$ cat src/rtl/video_writer.sv
// Command-driven word writer feeding the display engine's video memory port.
// Latency: first write one cycle after command acceptance, then one word per cycle.
// Backpressure: cmd_ready low during multi-word ops except on the final word cycle.
module video_writer #(
   parameter int DATA_W = 16,
   parameter int ADDR_W = 15,
   parameter int WORDS  = 19200
) (
   input  logic              CLK_CPU,
   input  logic              RESET,
   input  logic              cmd_valid,
   output logic              cmd_ready,
   input  logic [1:0]        cmd_op,
   input  logic [ADDR_W-1:0] cmd_addr,
   input  logic [DATA_W-1:0] cmd_data,
   input  logic [ADDR_W-1:0] cmd_count,
   output logic              busy,
   output logic              video_write_enable,
   output logic [ADDR_W-1:0] video_write_addr,
   output logic [DATA_W-1:0] video_write_data
);

   typedef enum logic {IDLE = 1'b0, RUN = 1'b1} state_t;

   localparam logic [1:0] OP_WRITE = 2'b00;
   localparam logic [1:0] OP_FILL  = 2'b01;
   localparam logic [1:0] OP_CLEAR = 2'b10;

   localparam logic [ADDR_W-1:0] LAST_ADDR = ADDR_W'(WORDS - 1);
   localparam logic [ADDR_W:0]   WORDS_CNT = (ADDR_W + 1)'(WORDS);
   localparam logic [ADDR_W:0]   ONE_CNT   = (ADDR_W + 1)'(1);

   // addr_q is the address of the next word to emit; remaining_q counts the
   // word currently on the output plus those still to come.
   state_t              state_q, state_d;
   logic [ADDR_W-1:0]   addr_q, addr_d;
   logic [DATA_W-1:0]   data_q, data_d;
   logic [ADDR_W:0]     remaining_q, remaining_d;
   logic                we_q, we_d;
   logic [ADDR_W-1:0]   wa_q, wa_d;
   logic [DATA_W-1:0]   wd_q, wd_d;

   logic                accept;
   logic                start_vld;
   logic [ADDR_W-1:0]   start_addr;
   logic [ADDR_W:0]     start_cnt;

   // Framebuffer address successor, wrapping at the end of the frame.
   function automatic logic [ADDR_W-1:0] next_addr(input logic [ADDR_W-1:0] a);
      return (a == LAST_ADDR) ? '0 : a + ADDR_W'(1);
   endfunction

   assign cmd_ready          = (state_q == IDLE) || (remaining_q == ONE_CNT);
   assign busy               = (state_q == RUN) && (remaining_q > ONE_CNT);
   assign accept             = cmd_valid && cmd_ready;
   assign video_write_enable = we_q;
   assign video_write_addr   = wa_q;
   assign video_write_data   = wd_q;

   // Decode an accepted command into a start address and word count.
   always_comb begin
      start_vld  = 1'b0;
      start_addr = cmd_addr;
      start_cnt  = ONE_CNT;
      if (accept) begin
         case (cmd_op)
            OP_WRITE: start_vld = 1'b1;
            OP_FILL: begin
               start_vld = (cmd_count != '0);
               start_cnt = {1'b0, cmd_count};
            end
            OP_CLEAR: begin
               start_vld  = 1'b1;
               start_addr = '0;
               start_cnt  = WORDS_CNT;
            end
            default: start_vld = 1'b0;
         endcase
      end
   end

   // Next-state and registered output computation.
   always_comb begin
      state_d     = state_q;
      addr_d      = addr_q;
      data_d      = data_q;
      remaining_d = remaining_q;
      we_d        = 1'b0;
      wa_d        = wa_q;
      wd_d        = wd_q;
      if ((state_q == RUN) && (remaining_q > ONE_CNT)) begin
         we_d        = 1'b1;
         wa_d        = addr_q;
         wd_d        = data_q;
         addr_d      = next_addr(addr_q);
         remaining_d = remaining_q - ONE_CNT;
      end else begin
         // Idle, or the last word is on the output: a new command may start here.
         state_d     = IDLE;
         remaining_d = '0;
         if (start_vld) begin
            state_d     = RUN;
            we_d        = 1'b1;
            wa_d        = start_addr;
            wd_d        = cmd_data;
            data_d      = cmd_data;
            addr_d      = next_addr(start_addr);
            remaining_d = start_cnt;
         end
      end
   end

   // State and output registers with asynchronous reset.
   always_ff @(posedge CLK_CPU or posedge RESET) begin
      if (RESET) begin
         state_q     <= IDLE;
         addr_q      <= '0;
         data_q      <= '0;
         remaining_q <= '0;
         we_q        <= 1'b0;
         wa_q        <= '0;
         wd_q        <= '0;
      end else begin
         state_q     <= state_d;
         addr_q      <= addr_d;
         data_q      <= data_d;
         remaining_q <= remaining_d;
         we_q        <= we_d;
         wa_q        <= wa_d;
         wd_q        <= wd_d;
      end
   end

endmodule

$ cat config.mk
export PLATFORM = sky130hd
export DESIGN_NAME = video_writer
export DESIGN_NICKNAME = d
export VERILOG_FILES = /design/src/rtl/video_writer.sv
export SDC_FILE = /design/constraint.sdc
export NUM_CORES = 1
export LEC_CHECK = 0
export ABC_CLOCK_PERIOD_IN_PS = 2600
export CAP_MARGIN = 20
export CORE_MARGIN = 3
export CORE_UTILIZATION = 45
export CTS_BUF_LIST = sky130_fd_sc_hd__clkbuf_4
export DETAILED_ROUTE_END_ITERATION = 10
export PLACE_DENSITY = 0.74
export RECOVER_POWER = 50
export SLEW_MARGIN = 20
export SYNTH_ARGS = -nofsm -noshare
export SYNTH_HDL_FRONTEND = slang
export SYNTH_SLANG_ARGS = --single-unit
$ cat constraint.sdc
create_clock -name CLK_CPU -period 2.6 [get_ports CLK_CPU]
set_input_delay 0.52 -clock CLK_CPU [delete_from_list [all_inputs] [get_ports CLK_CPU]]
set_output_delay 0.52 -clock CLK_CPU [all_outputs]
set_load 0.02 [all_outputs]
# [Word level (Yosys, flattened, before mapping)]
# Cells that the tools add are included.
# Widths: inputs -> output; s select.
[classes] n_reduce_logical=8 bitwise=2 n_eq_ne=5 addsub=3 magnitude_cmp=1 muxes=18
[ops] operator="$mux 15" n=9
[ops] operator="$mux 16" n=4
[ops] operator="$add 15x1->15 const B" n=2
[ops] operator="$eq 15x15->1 const B" n=2
[ops] operator="$pmux 15 s2" n=1
[ops] operator="$eq 16x1->1 const B" n=1
[ops] operator="$gt 16x1->1 const B" n=1
[ops] operator="$sub 16x1->16 const B" n=1
[ops] operator="$reduce_bool 15->1" n=1
[ops] operator="$mux 1" n=3
[ops] operator="$eq 2x1->1 const B" n=1
[ops] operator="$eq 2x2->1 const B" n=1
[ops] operator="$logic_and 1x1->1" n=2
[ops] operator="$logic_not 2->1" n=1
[ops] operator="$not 1->1" n=2
[ops] operator="$pmux 1 s2" n=1
[ops] operator="$reduce_and 2->1" n=1
[ops] operator="$reduce_bool 2->1" n=1
[ops] operator="$reduce_or 2->1" n=1
[ops] operator="$logic_or 1x1->1" n=1
[totals] in_bits=51 word_cells=44 ff_bits=80 output_inout_bits=34

# [Longest topological paths before layout]
# Gate-level depths: netlist of run 1.
[depth] word_depth=8 depth_mapped=13 mapped_depth_nobuf=12

# [Worst setup path before layout of run 1]
# Ideal clock, no wire load.
[synth_path] path_type="register to register" startpoint="register remaining_q[1]" endpoint="register addr_q[11]" path_stages_with_launch=14 required_ns=2.534 path_buffers=1 setup_slack_ns=-0.169 t_arrival_ns=2.703 setup_ns=0.066 period_less_slack_ns=2.769 path_cell_list="dfrtp_1 inv_1 ha_1 nor4b_1 and4_1 nor2_1 o21a_1 ha_1 and2_1 and4b_1 a21oi_1 and2_1 clkbuf_1 a221o_1"
[synth_via] elab_chain_cells=8 word_cells_on_any_way=13 classes_between="add/sub (1); order compare (1); eq/ne (2); mux (5); reduce/logical (4)"
[synth_lines] element="start, declared" line_no="38" text="logic [ADDR_W:0] remaining_q, remaining_d;"
[synth_lines] element="start signal, assigned" line_no="127" text="remaining_q <= remaining_d;"
[synth_lines] element="$eq 16x1->1" line_no="53" text="assign cmd_ready = (state_q == IDLE) || (remaining_q == ONE_CNT);"
[synth_lines] element="$logic_or 1x1->1" line_no="53"
[synth_lines] element="$logic_and 1x1->1" line_no="55" text="assign accept = cmd_valid && cmd_ready;"
[synth_lines] element="$mux 15" line_no="65" text="if (accept) begin"
[synth_lines] element="$add 15x1->15 or $eq 15x15->1 (tied branches)" line_no="50" text="return (a == LAST_ADDR) ? '0 : a + ADDR_W'(1);"
[synth_lines] element="$mux 15" line_no="50"
[synth_lines] element="$mux 15" line_no="101" text="if (start_vld) begin"
[synth_lines] element="$mux 15" line_no="91" text="if ((state_q == RUN) && (remaining_q > ONE_CNT)) begin"
[synth_lines] element="end signal, assigned" line_no="125" text="addr_q <= addr_d;"
[synth_lines] element="end, declared" line_no="36" text="logic [ADDR_W-1:0] addr_q, addr_d;"
# Several ways; a longest one is shown, not always the timed one. The select of a mux whose other input is x is not followed.
# A chain may end at the register's enable or synchronous reset.

# [Worst setup path in the final report of run 1]
[layout_path] startpoint="register remaining_q[5]" endpoint="register addr_q[6]"
# The elaborated chain is that of the path after synthesis.

==> reports/metrics.yaml, run 1 <==
drc: 0
violations_in_the_final_reports: "capacitance limit, slew limit"
grt_start_max_net_pins: 81
filler_cell_count: 743
initial_standard_cell_utilization_of_the_core: 0.465
ant_nets: 0
multi_input_comb_area_um2: 2210
clock.fmax_mhz: 389
chipWidth_um: 104
hold_path_class: "reg -> reg"
totalWireLength_um: 11900
die_area_um2: 10800
worst_setup_path_start_kind: "flip-flop"
cts-root-buf: "sky130_fd_sc_hd__clkbuf_4"
coreArea_um2: 9240
first_global_vias: 3870
detailedPlacementHpwl_um: 8470
crit_start: "remaining_q[5]$_DFF_PP0_"
critical_path.max_fanout: 4
status: "complete, but fails checks"
mostFrequentLayoutCell: "sky130_fd_sc_hd__dfrtp_1"
clk_pin_slew_ps: 140
worst_hold_slack_ps: 494
critPathKind: "reg -> reg"
clock_sink_count: 80
critical_register_to_register_path_endpoint: "addr_q[6]$_DFFE_PP0P_"
critical_path.cell_chain: "nor4_2 -> buf_4 -> and4_4 -> nor2_4 -> o21a_1 -> ha_2 -> and2_4 -> and4b_1 -> a21oi_2 -> buf_4 -> nand4_1 -> o2111ai_2"
endpoint: "addr_q[6]$_DFFE_PP0P_"
buffer_ports.inserted: 84
clock_latency_ps: 420
track_usage: 0.222
vdd_ir_drop_max_mv: 0.731
hold_depth: 1
placement.cell_area_um2: 5610
synth-edff-count: 0
num-nets-final: 617
number_of_standard_cell_rows_in_the_floorplan: 35
syn_nets: 487
powerDensity_nw_per_um2: 1100
yosys_most_used_dff: "sky130_fd_sc_hd__dfrtp_1"
timing.critical_path.slowest_cell_delay_ps: 430
cts_made_buffers: 9
grt_first_pass_wirelength_um: 19600
period_minus_slack_ps: 2570
worstPathArrival_ps: 2900
antenna_cells: 0
finish.instance_area_um2: 5870
globalRouteOverflowTotal: 0
io_pins: 85
floorplan.die.height_um: 104
regToRegSetupSlack_ps: 30
via_per_inst: 5.68
cp.required_ps: 2930
htree_num_levels: 3
post_synth.cell_area_avg_um2: 10.0
cp_slowest_cell: "sky130_fd_sc_hd__dfrtp_1"
ys_warn_count: 0
seq_area_um2: 2000
timing.final.max_slew_violations: 81
r2r.worst_path.cells: 12
via_count: 3928
clock_path_buffers: 2
post_route_cells_drive_above_1_share: 0.181
ys_ff_latch: 80
r2r_start: "remaining_q[5]$_DFF_PP0_"
flow.area_growth_from_synthesis_pct: 36.8
maxCapViolations: 1
grt_setup_unrepaired: "yes"
setup_viol: 0
most-common-layout-cells: "sky130_fd_sc_hd__dfrtp_1, sky130_fd_sc_hd__clkdlybuf4s50_1, sky130_fd_sc_hd__buf_4, sky130_fd_sc_hd__nand2_1, sky130_fd_sc_hd__a221o_1"
fin_skew_ps: 17.7
fin_tns_setup_ps: 0
cp_endpoint_kind: "flip-flop"
post_synthesis_instance_total: 428
detail_route.iter0.violations: 228
post_synth_num_cell_types: 56
max-slew-margin-rel: -0.289
cts_tree: "done"
post-route-period-util: 0.989
antenna_found_initial: 0
synth_async_sr_flop_share: 1.00
sequential_fraction_of_the_synthesis_area: 0.466
leakagePower_uw: 0.00264
drt_first_pass_iters: 5
post_synth_instance_area_um2: 4290
avgRoutedWirePerCell_um: 17.1
worst_max_slew_pin_slew_ps: 1930
routabilityCongestion: 0.936
path_common_cell: "sky130_fd_sc_hd__buf_4"
finalHoldViolations: 0
## sequential cells by signal (all words and copies together), names as in the netlist
name,flops
video_write_addr,15
remaining_q,16
video_write_data,16
addr_q,15
data_q,16
state_q,1
video_write_enable,1
## where the power goes
group          switching, uW  internal [uW]  total (uW)
Combinational           1770           1690        3460
Clock                    452            294         746
Sequential               434           1790        2220
## layout make-up
class / instances / area share
timing repair buffer: 140 / 0.219
clock inverter: 7 / 0.0121
inverter: 20 / 0.0130
multi-input combinational: 307 / 0.376
clock buffer: 9 / 0.0115
tap: 129 / 0.0275
sequential: 80 / 0.341
## per-stage QoR
step,worst slack (ps),std cells,util,total power (uW)
detailed placement,-250,669,0.607,5540
CTS,1.93,688,0.626,6310
global route,-51.2,692,0.636,6880
finish,29.2,692,0.636,6430
floorplan,9.93,428,-,4200
global placement,-192,669,0.607,5440
## logic make-up (layout without fill, tap and decap cells)
family,count (synthesis),count (layout),synth area share
and+or+nand+nor,164,164,0.212
AOI/OAI and AO/OA,112,112,0.210
DFF,80,80,0.466
buffers and inverters,41,176,0.0420
xor gates and xnor gates,23,23,0.0469
adders and majority gates,8,8,0.0233
## cells in the mapped netlist, types with 4 or more instances
cell type / n / area [um^2]
sky130_fd_sc_hd__a21oi_1: 15 / 75.1
sky130_fd_sc_hd__clkbuf_1: 7 / 26.3
sky130_fd_sc_hd__buf_2: 12 / 60.1
sky130_fd_sc_hd__a221o_1: 34 / 340
sky130_fd_sc_hd__or2_2: 4 / 25.0
sky130_fd_sc_hd__o211ai_1: 6 / 45.0
sky130_fd_sc_hd__nand3_1: 20 / 100
sky130_fd_sc_hd__and3_1: 6 / 37.5
sky130_fd_sc_hd__dfrtp_1: 80 / 2000
sky130_fd_sc_hd__o21ai_0: 6 / 30.0
sky130_fd_sc_hd__o22ai_1: 5 / 31.3
sky130_fd_sc_hd__and2_1: 24 / 150
sky130_fd_sc_hd__nor4_1: 5 / 31.3
sky130_fd_sc_hd__nor3_1: 6 / 30.0
sky130_fd_sc_hd__or3_1: 6 / 37.5
sky130_fd_sc_hd__ha_1: 8 / 100
sky130_fd_sc_hd__nand4_1: 8 / 50.1
sky130_fd_sc_hd__nand2_1: 36 / 135
sky130_fd_sc_hd__xor2_1: 5 / 43.8
sky130_fd_sc_hd__inv_1: 19 / 71.3
sky130_fd_sc_hd__nor2_1: 22 / 82.6
sky130_fd_sc_hd__xnor2_1: 18 / 158
sky130_fd_sc_hd__a22o_1: 5 / 43.8
sky130_fd_sc_hd__a21o_1: 15 / 113
## timing repair
action,CTS,global route
setup endpoints to repair,12,17
resized for setup,11,17
pin swaps,3,14
buffers inserted,3,4
hold buffers,0,0
## layer usage
layer  GRT usage  routed length [um]
met3      0.0586                 823
met2       0.346                5450
met1       0.311                5460
met5           0                   0
met4      0.0494                 111
## worst max-delay path, delay by kind of cell, from the launching register on
kind                       cells  cell delay, ps
AOI/OAI and AO/OA              3             450
buffers and inverters          2             320
adders and majority gates      1             190
and+or+nand+nor                6            1090
DFF                            1             430
## worst min path at each step
stage / startpoint / end / slack, ps
finish: data_q[3]$_DFFE_PP0P_ / data_q[3]$_DFFE_PP0P_ / 490
global route: data_q[8]$_DFFE_PP0P_ / data_q[8]$_DFFE_PP0P_ / 510
CTS: RESET / video_write_data[5]$_DFFE_PP0P_ / 490
detailed placement: data_q[10]$_DFFE_PP0P_ / data_q[10]$_DFFE_PP0P_ / 460
global placement: data_q[10]$_DFFE_PP0P_ / data_q[10]$_DFFE_PP0P_ / 460
floorplan: data_q[10]$_DFFE_PP0P_ / data_q[10]$_DFFE_PP0P_ / 450
No activity file was read; power rests on OpenSTA's default activity.
==> inputs of run 2 (changes only) <==
Settings changed: CORE_UTILIZATION 45 to 48, PLACE_DENSITY 0.74 to 0.78.
==> run 2 against run 1 <==
Net effect: the flow now finishes without violations; sequential power rose by 2%; global-route usage up 0.92 points; die area down 5.9%; core utilization increased by 4.4 points; critical path type is now reg -> out.
==> reports/metrics.yaml, run 2 (synthesis results as in run 1) <==
status: "completed"
fin_skew_ps: 20.8
die_area_um2: 10100
globalRouteOverflowTotal: 0
ant_nets: 0
antenna_found_initial: 0
worst-path-buf-inv: 3
placement.cell_area_um2: 5530
io_pins: 85
timing.final.max_slew_violations: 0
first_global_vias: 3824
worstPathArrival_ps: 2040
r2r_start: "remaining_q[11]$_DFF_PP0_"
critical_path.cell_chain: "inv_1 -> ha_1 -> or2_2 -> a21o_1 -> inv_2 -> buf_2"
cp.required_ps: 2080
worst_slack_ps: 37.7
cts-hold-fix-buffers: 0
avgRoutedWirePerCell_um: 17.7
finalHoldViolations: 0
mostFrequentLayoutCell: "sky130_fd_sc_hd__dfrtp_1"
endpoint: "busy"
clock.fmax_mhz: 390
drc: 0
clock_sink_count: 80
antenna_cells: 0
cts-root-buf: "sky130_fd_sc_hd__clkbuf_4"
initial_standard_cell_utilization_of_the_core: 0.507
totalWireLength_um: 11700
cts_made_buffers: 9
buffer_ports.inserted: 84
timing.critical_path.slowest_cell_delay_ps: 470
clock_path_buffers: 2
clk_pin_slew_ps: 120
total_power_uw: 6250
worst_max_slew_pin_slew_ps: 1400
maxCapViolations: 0
r2r.worst_path.cells: 10
setup_viol: 0
grt_first_pass_wirelength_um: 18700
period_minus_slack_ps: 2560
post-route-period-util: 0.986
track_usage: 0.231
cts_tree: "done"
flow.area_growth_from_synthesis_pct: 33.9
crit_start: "remaining_q[0]$_DFF_PP0_"
worst_hold_slack_ps: 492
critical_path.max_fanout: 4
critPathKind: "reg -> out"
leakagePower_uw: 0.00260
detail_route.iter0.violations: 274
coreArea_um2: 8460
chipWidth_um: 101
vdd_ir_drop_max_mv: 0.820
drt_first_pass_iters: 5
worst_setup_path_start_kind: "flip-flop"
cp_top_family: "flip-flops"
max-slew-margin-rel: 0.0609
detailedPlacementHpwl_um: 8480
filler_cell_count: 666
finish.instance_area_um2: 5750
powerDensity_nw_per_um2: 1090
hold_path_class: "reg -> reg"
via_per_inst: 5.97
hold_depth: 1
post_route_cells_drive_above_1_share: 0.163
cp.depth: 6
post-place-ws_ps: -272
floorplan.die.height_um: 101
num-nets-final: 608
grt_setup_unrepaired: "yes"
most-common-layout-cells: "sky130_fd_sc_hd__dfrtp_1, sky130_fd_sc_hd__clkdlybuf4s50_1, sky130_fd_sc_hd__buf_4, sky130_fd_sc_hd__nand2_1, sky130_fd_sc_hd__a221o_1"
cp_endpoint_kind: "output port"
clock_latency_ps: 430
number_of_standard_cell_rows_in_the_floorplan: 33
critical_register_to_register_path_endpoint: "addr_q[14]$_DFFE_PP0P_"
via_count: 3926
cp_slowest_cell: "sky130_fd_sc_hd__dfrtp_1"
grt_start_max_net_pins: 41
htree_num_levels: 3
regToRegSetupSlack_ps: 50
routabilityCongestion: 0.917
## run 2: area by class of cell
type / count / area [um^2] / area share
multi-input cells: 307 / 2200 / 0.382
flip-flops and latches: 80 / 2000 / 0.349
repair buffers: 131 / 1220 / 0.212
well taps: 105 / 131 / 0.0229
inverters: 20 / 76.3 / 0.0133
clock buffers: 9 / 67.6 / 0.0118
clock inverters: 6 / 51.3 / 0.00892
## run 2: repair_timing
| action | in CTS | in global routing |
|---|---|---|
| gates resized for setup | 14 | 14 |
| endpoints found under the setup margin | 14 | 31 |
| setup buffers | 3 | 2 |
| pin swaps | 2 | 7 |
## run 2: worst min-delay path by stage
stage,from,to,slack [ps]
4_1_cts,RESET,video_write_data[10]$_DFFE_PP0P_,440
3_3_place_gp,data_q[14]$_DFFE_PP0P_,data_q[14]$_DFFE_PP0P_,460
6_report,data_q[0]$_DFFE_PP0P_,data_q[0]$_DFFE_PP0P_,490
2_1_floorplan,data_q[10]$_DFFE_PP0P_,data_q[10]$_DFFE_PP0P_,450
5_1_grt,data_q[2]$_DFFE_PP0P_,data_q[2]$_DFFE_PP0P_,520
3_5_place_dp,data_q[0]$_DFFE_PP0P_,data_q[0]$_DFFE_PP0P_,470
## run 2: worst reg2reg max path: cells and delay by family, from the launching register on
kind / cells / cell delay [ps]
xor gates and xnor gates: 1 / 90
adders and majority gates: 1 / 190
AOI/OAI and AO/OA: 2 / 510
DFF: 1 / 460
and+or+nand+nor: 6 / 1190
## run 2: per-layer routing
metal	track usage	up-vias	part of all wire
met5	0	-	0
met4	0.0653	0	0.012
met3	0.0512	15	0.072
met2	0.354	167	0.45
met1	0.329	1898	0.46
li1	-	1846	-
## run 2: power by group
| group | total [uW] | switching (uW) | internal, uW |
|---|---|---|---|
| logic | 3300 | 1720 | 1580 |
| clock network | 690 | 414 | 276 |
| registers | 2260 | 472 | 1790 |
## run 2: per-stage QoR
step / utilization / instances / TNS (ps)
5_1_grt: 0.679 / 658 / -63.1
3_5_place_dp: 0.653 / 638 / -11240
2_1_floorplan: - / 428 / 0
4_1_cts: 0.673 / 656 / 0
3_3_place_gp: 0.653 / 638 / -8020
6_report: 0.679 / 658 / 0
==> inputs of run 3 (changes only) <==
Settings changed: GPL_ROUTABILITY_DRIVEN from default to 0, PLACE_DENSITY 0.78 to 0.88.
==> run 3 against run 2 <==
Net effect: clock skew shrank 3.4 ps; design area grew 0.85%; hold slack lost 2.8 ps; sequential power is essentially flat; fmax grew 1.7%; the run now ends with capacitance limit, slew limit left; first-iteration DRC count grew 23%; sequential share of layout area shrank 0.27 points; cell count is the same; non-clock buffer count shrank 1; register-to-register slack gained 40 ps; die area is the same; wire length grew 3.1%.
==> reports/metrics.yaml, run 3 (synthesis results as in run 1) <==
clock_path_buffers: 2
cp.required_ps: 2080
num-nets-final: 607
io_pins: 85
via_count: 4051
track_usage: 0.240
powerDensity_nw_per_um2: 1110
avgRoutedWirePerCell_um: 18.3
setup_viol: 0
pwr-share-seq: 0.349
globalRouteOverflowTotal: 0
drc: 0
share_of_total_power_consumed_by_net_switching: 0.421
buffer_ports.inserted: 84
first_global_vias: 4016
leakagePower_uw: 0.00261
detailedPlacementHpwl_um: 8570
grt_first_pass_wirelength_um: 19400
coreArea_um2: 8460
grt_start_max_net_pins: 81
filler_cell_count: 610
critical_path.max_fanout: 3
worst_setup_path_start_kind: "flip-flop"
mostFrequentLayoutCell: "sky130_fd_sc_hd__dfrtp_1"
critPathKind: "reg -> out"
maxCapViolations: 1
antenna_found_initial: 0
cts-root-buf: "sky130_fd_sc_hd__clkbuf_4"
period_minus_slack_ps: 2520
share_comb_of_total_power: 0.531
timing.final.max_slew_violations: 81
fin_skew_ps: 17.4
clk_pwr_share: 0.119
cts_made_buffers: 9
cts_tree: "done"
number_of_standard_cell_rows_in_the_floorplan: 33
post_route_cells_drive_above_1_share: 0.177
via_per_inst: 6.16
flow.area_growth_from_synthesis_pct: 35.0
clk_pin_slew_ps: 150
initial_standard_cell_utilization_of_the_core: 0.507
totalWireLength_um: 12000
detail_route.iter0.violations: 338
clock_sink_count: 80
cp_endpoint_kind: "output port"
chipWidth_um: 101
htree_num_levels: 3
status: "complete, but fails checks"
ant_nets: 0
vdd_ir_drop_max_mv: 0.899
drt_first_pass_iters: 6
worst_hold_slack_ps: 489
violations_in_the_final_reports: "capacitance limit, slew limit"
fin_tns_setup_ps: 0
die_area_um2: 10100
switchingPower_uw: 2720
worst_slack_ps: 79.9
clock.fmax_mhz: 397
finalHoldViolations: 0
antenna_cells: 0
worstPathArrival_ps: 2000
worst_max_slew_pin_slew_ps: 1720
regToRegSetupSlack_ps: 90
hold_path_class: "reg -> reg"
post-route-period-util: 0.969
clock_latency_ps: 440
max-slew-margin-rel: -0.148
floorplan.die.height_um: 101
post-place-ws_ps: -271
power.internal_uw: 3730
most-common-layout-cells: "sky130_fd_sc_hd__dfrtp_1, sky130_fd_sc_hd__clkdlybuf4s50_1, sky130_fd_sc_hd__buf_4, sky130_fd_sc_hd__nand2_1, sky130_fd_sc_hd__a221o_1"
-- run 3: cell count changes in the layout (fill, tap and decap cells not counted), moves of 2 or more --
cell	before	now
sky130_fd_sc_hd__clkinvlp_4	0	3
sky130_fd_sc_hd__clkinv_1	3	1
sky130_fd_sc_hd__clkinv_2	2	0
sky130_fd_sc_hd__inv_6	0	2
-- run 3: area by class of cell --
class / instances / area [um^2] / share of cell area
inverters: 20 / 75.1 / 0.0129
repair buffers: 130 / 1220 / 0.211
well taps: 105 / 131 / 0.0227
clock inverters: 7 / 78.8 / 0.0136
multi-input cells: 307 / 2210 / 0.382
clock buffers: 9 / 67.6 / 0.0117
flip-flops and latches: 80 / 2010 / 0.346
-- run 3: repair_timing --
item / 4_1_cts / 5_1_grt
endpoints found under the setup margin: 15 / 32
gates resized for setup: 9 / 24
setup buffers: 2 / 5
pin swaps: 1 / 8
endpoints found under the hold margin: 0 / 0
hold buffers: 0 / 0
-- run 3: final timing paths --
kind,start,cells past startpoint,end
setup / recovery,remaining_q[6]$_DFF_PP0_,6,busy
hold / removal,data_q[10]$_DFFE_PP0P_,2,data_q[10]$_DFFE_PP0P_
max in group asynchronous,RESET,3,remaining_q[0]$_DFF_PP0_
hold reg to reg,data_q[10]$_DFFE_PP0P_,2,data_q[10]$_DFFE_PP0P_
setup reg to reg,remaining_q[6]$_DFF_PP0_,11,addr_q[6]$_DFFE_PP0P_
min in group asynchronous,RESET,3,video_write_data[4]$_DFFE_PP0P_
-- run 3: layer usage --
| metal | track usage | up-vias | wire (um) |
|---|---|---|---|
| met5 | 0 | - | 0 |
| met3 | 0.0630 | 29 | 1040 |
| met1 | 0.323 | 1989 | 4940 |
| li1 | - | 1843 | - |
| met4 | 0.0891 | 0 | 234 |
| met2 | 0.372 | 190 | 5790 |
-- run 3: power by group through the flow --
stage	clock network (uW)	logic [uW]	registers (uW)
after detailed placement	0	3240	2240
after CTS	787	3290	2230
final	770	3430	2250
after floorplan	0	1800	2400
after global placement	0	3120	2220
after global routing	847	3720	2320
-- run 3: critical path, stage by stage (launching register included) --
cell	delay [ps]
sky130_fd_sc_hd__dfrtp_1	430
sky130_fd_sc_hd__nor4_4	370
sky130_fd_sc_hd__buf_4	180
sky130_fd_sc_hd__and4_4	220
sky130_fd_sc_hd__a21o_1	170
sky130_fd_sc_hd__inv_2	60
sky130_fd_sc_hd__buf_6	130
-- run 3: metrics by stage --
step / total power (uW) / instance area, um^2 / cells / util
6_report: 6450 / 5800 / 658 / 0.685
4_1_cts: 6300 / 5700 / 653 / 0.673
3_5_place_dp: 5490 / 5520 / 635 / 0.652
2_1_floorplan: 4200 / 4310 / 428 / -
3_3_place_gp: 5340 / 5520 / 635 / 0.652
5_1_grt: 6880 / 5800 / 658 / 0.685
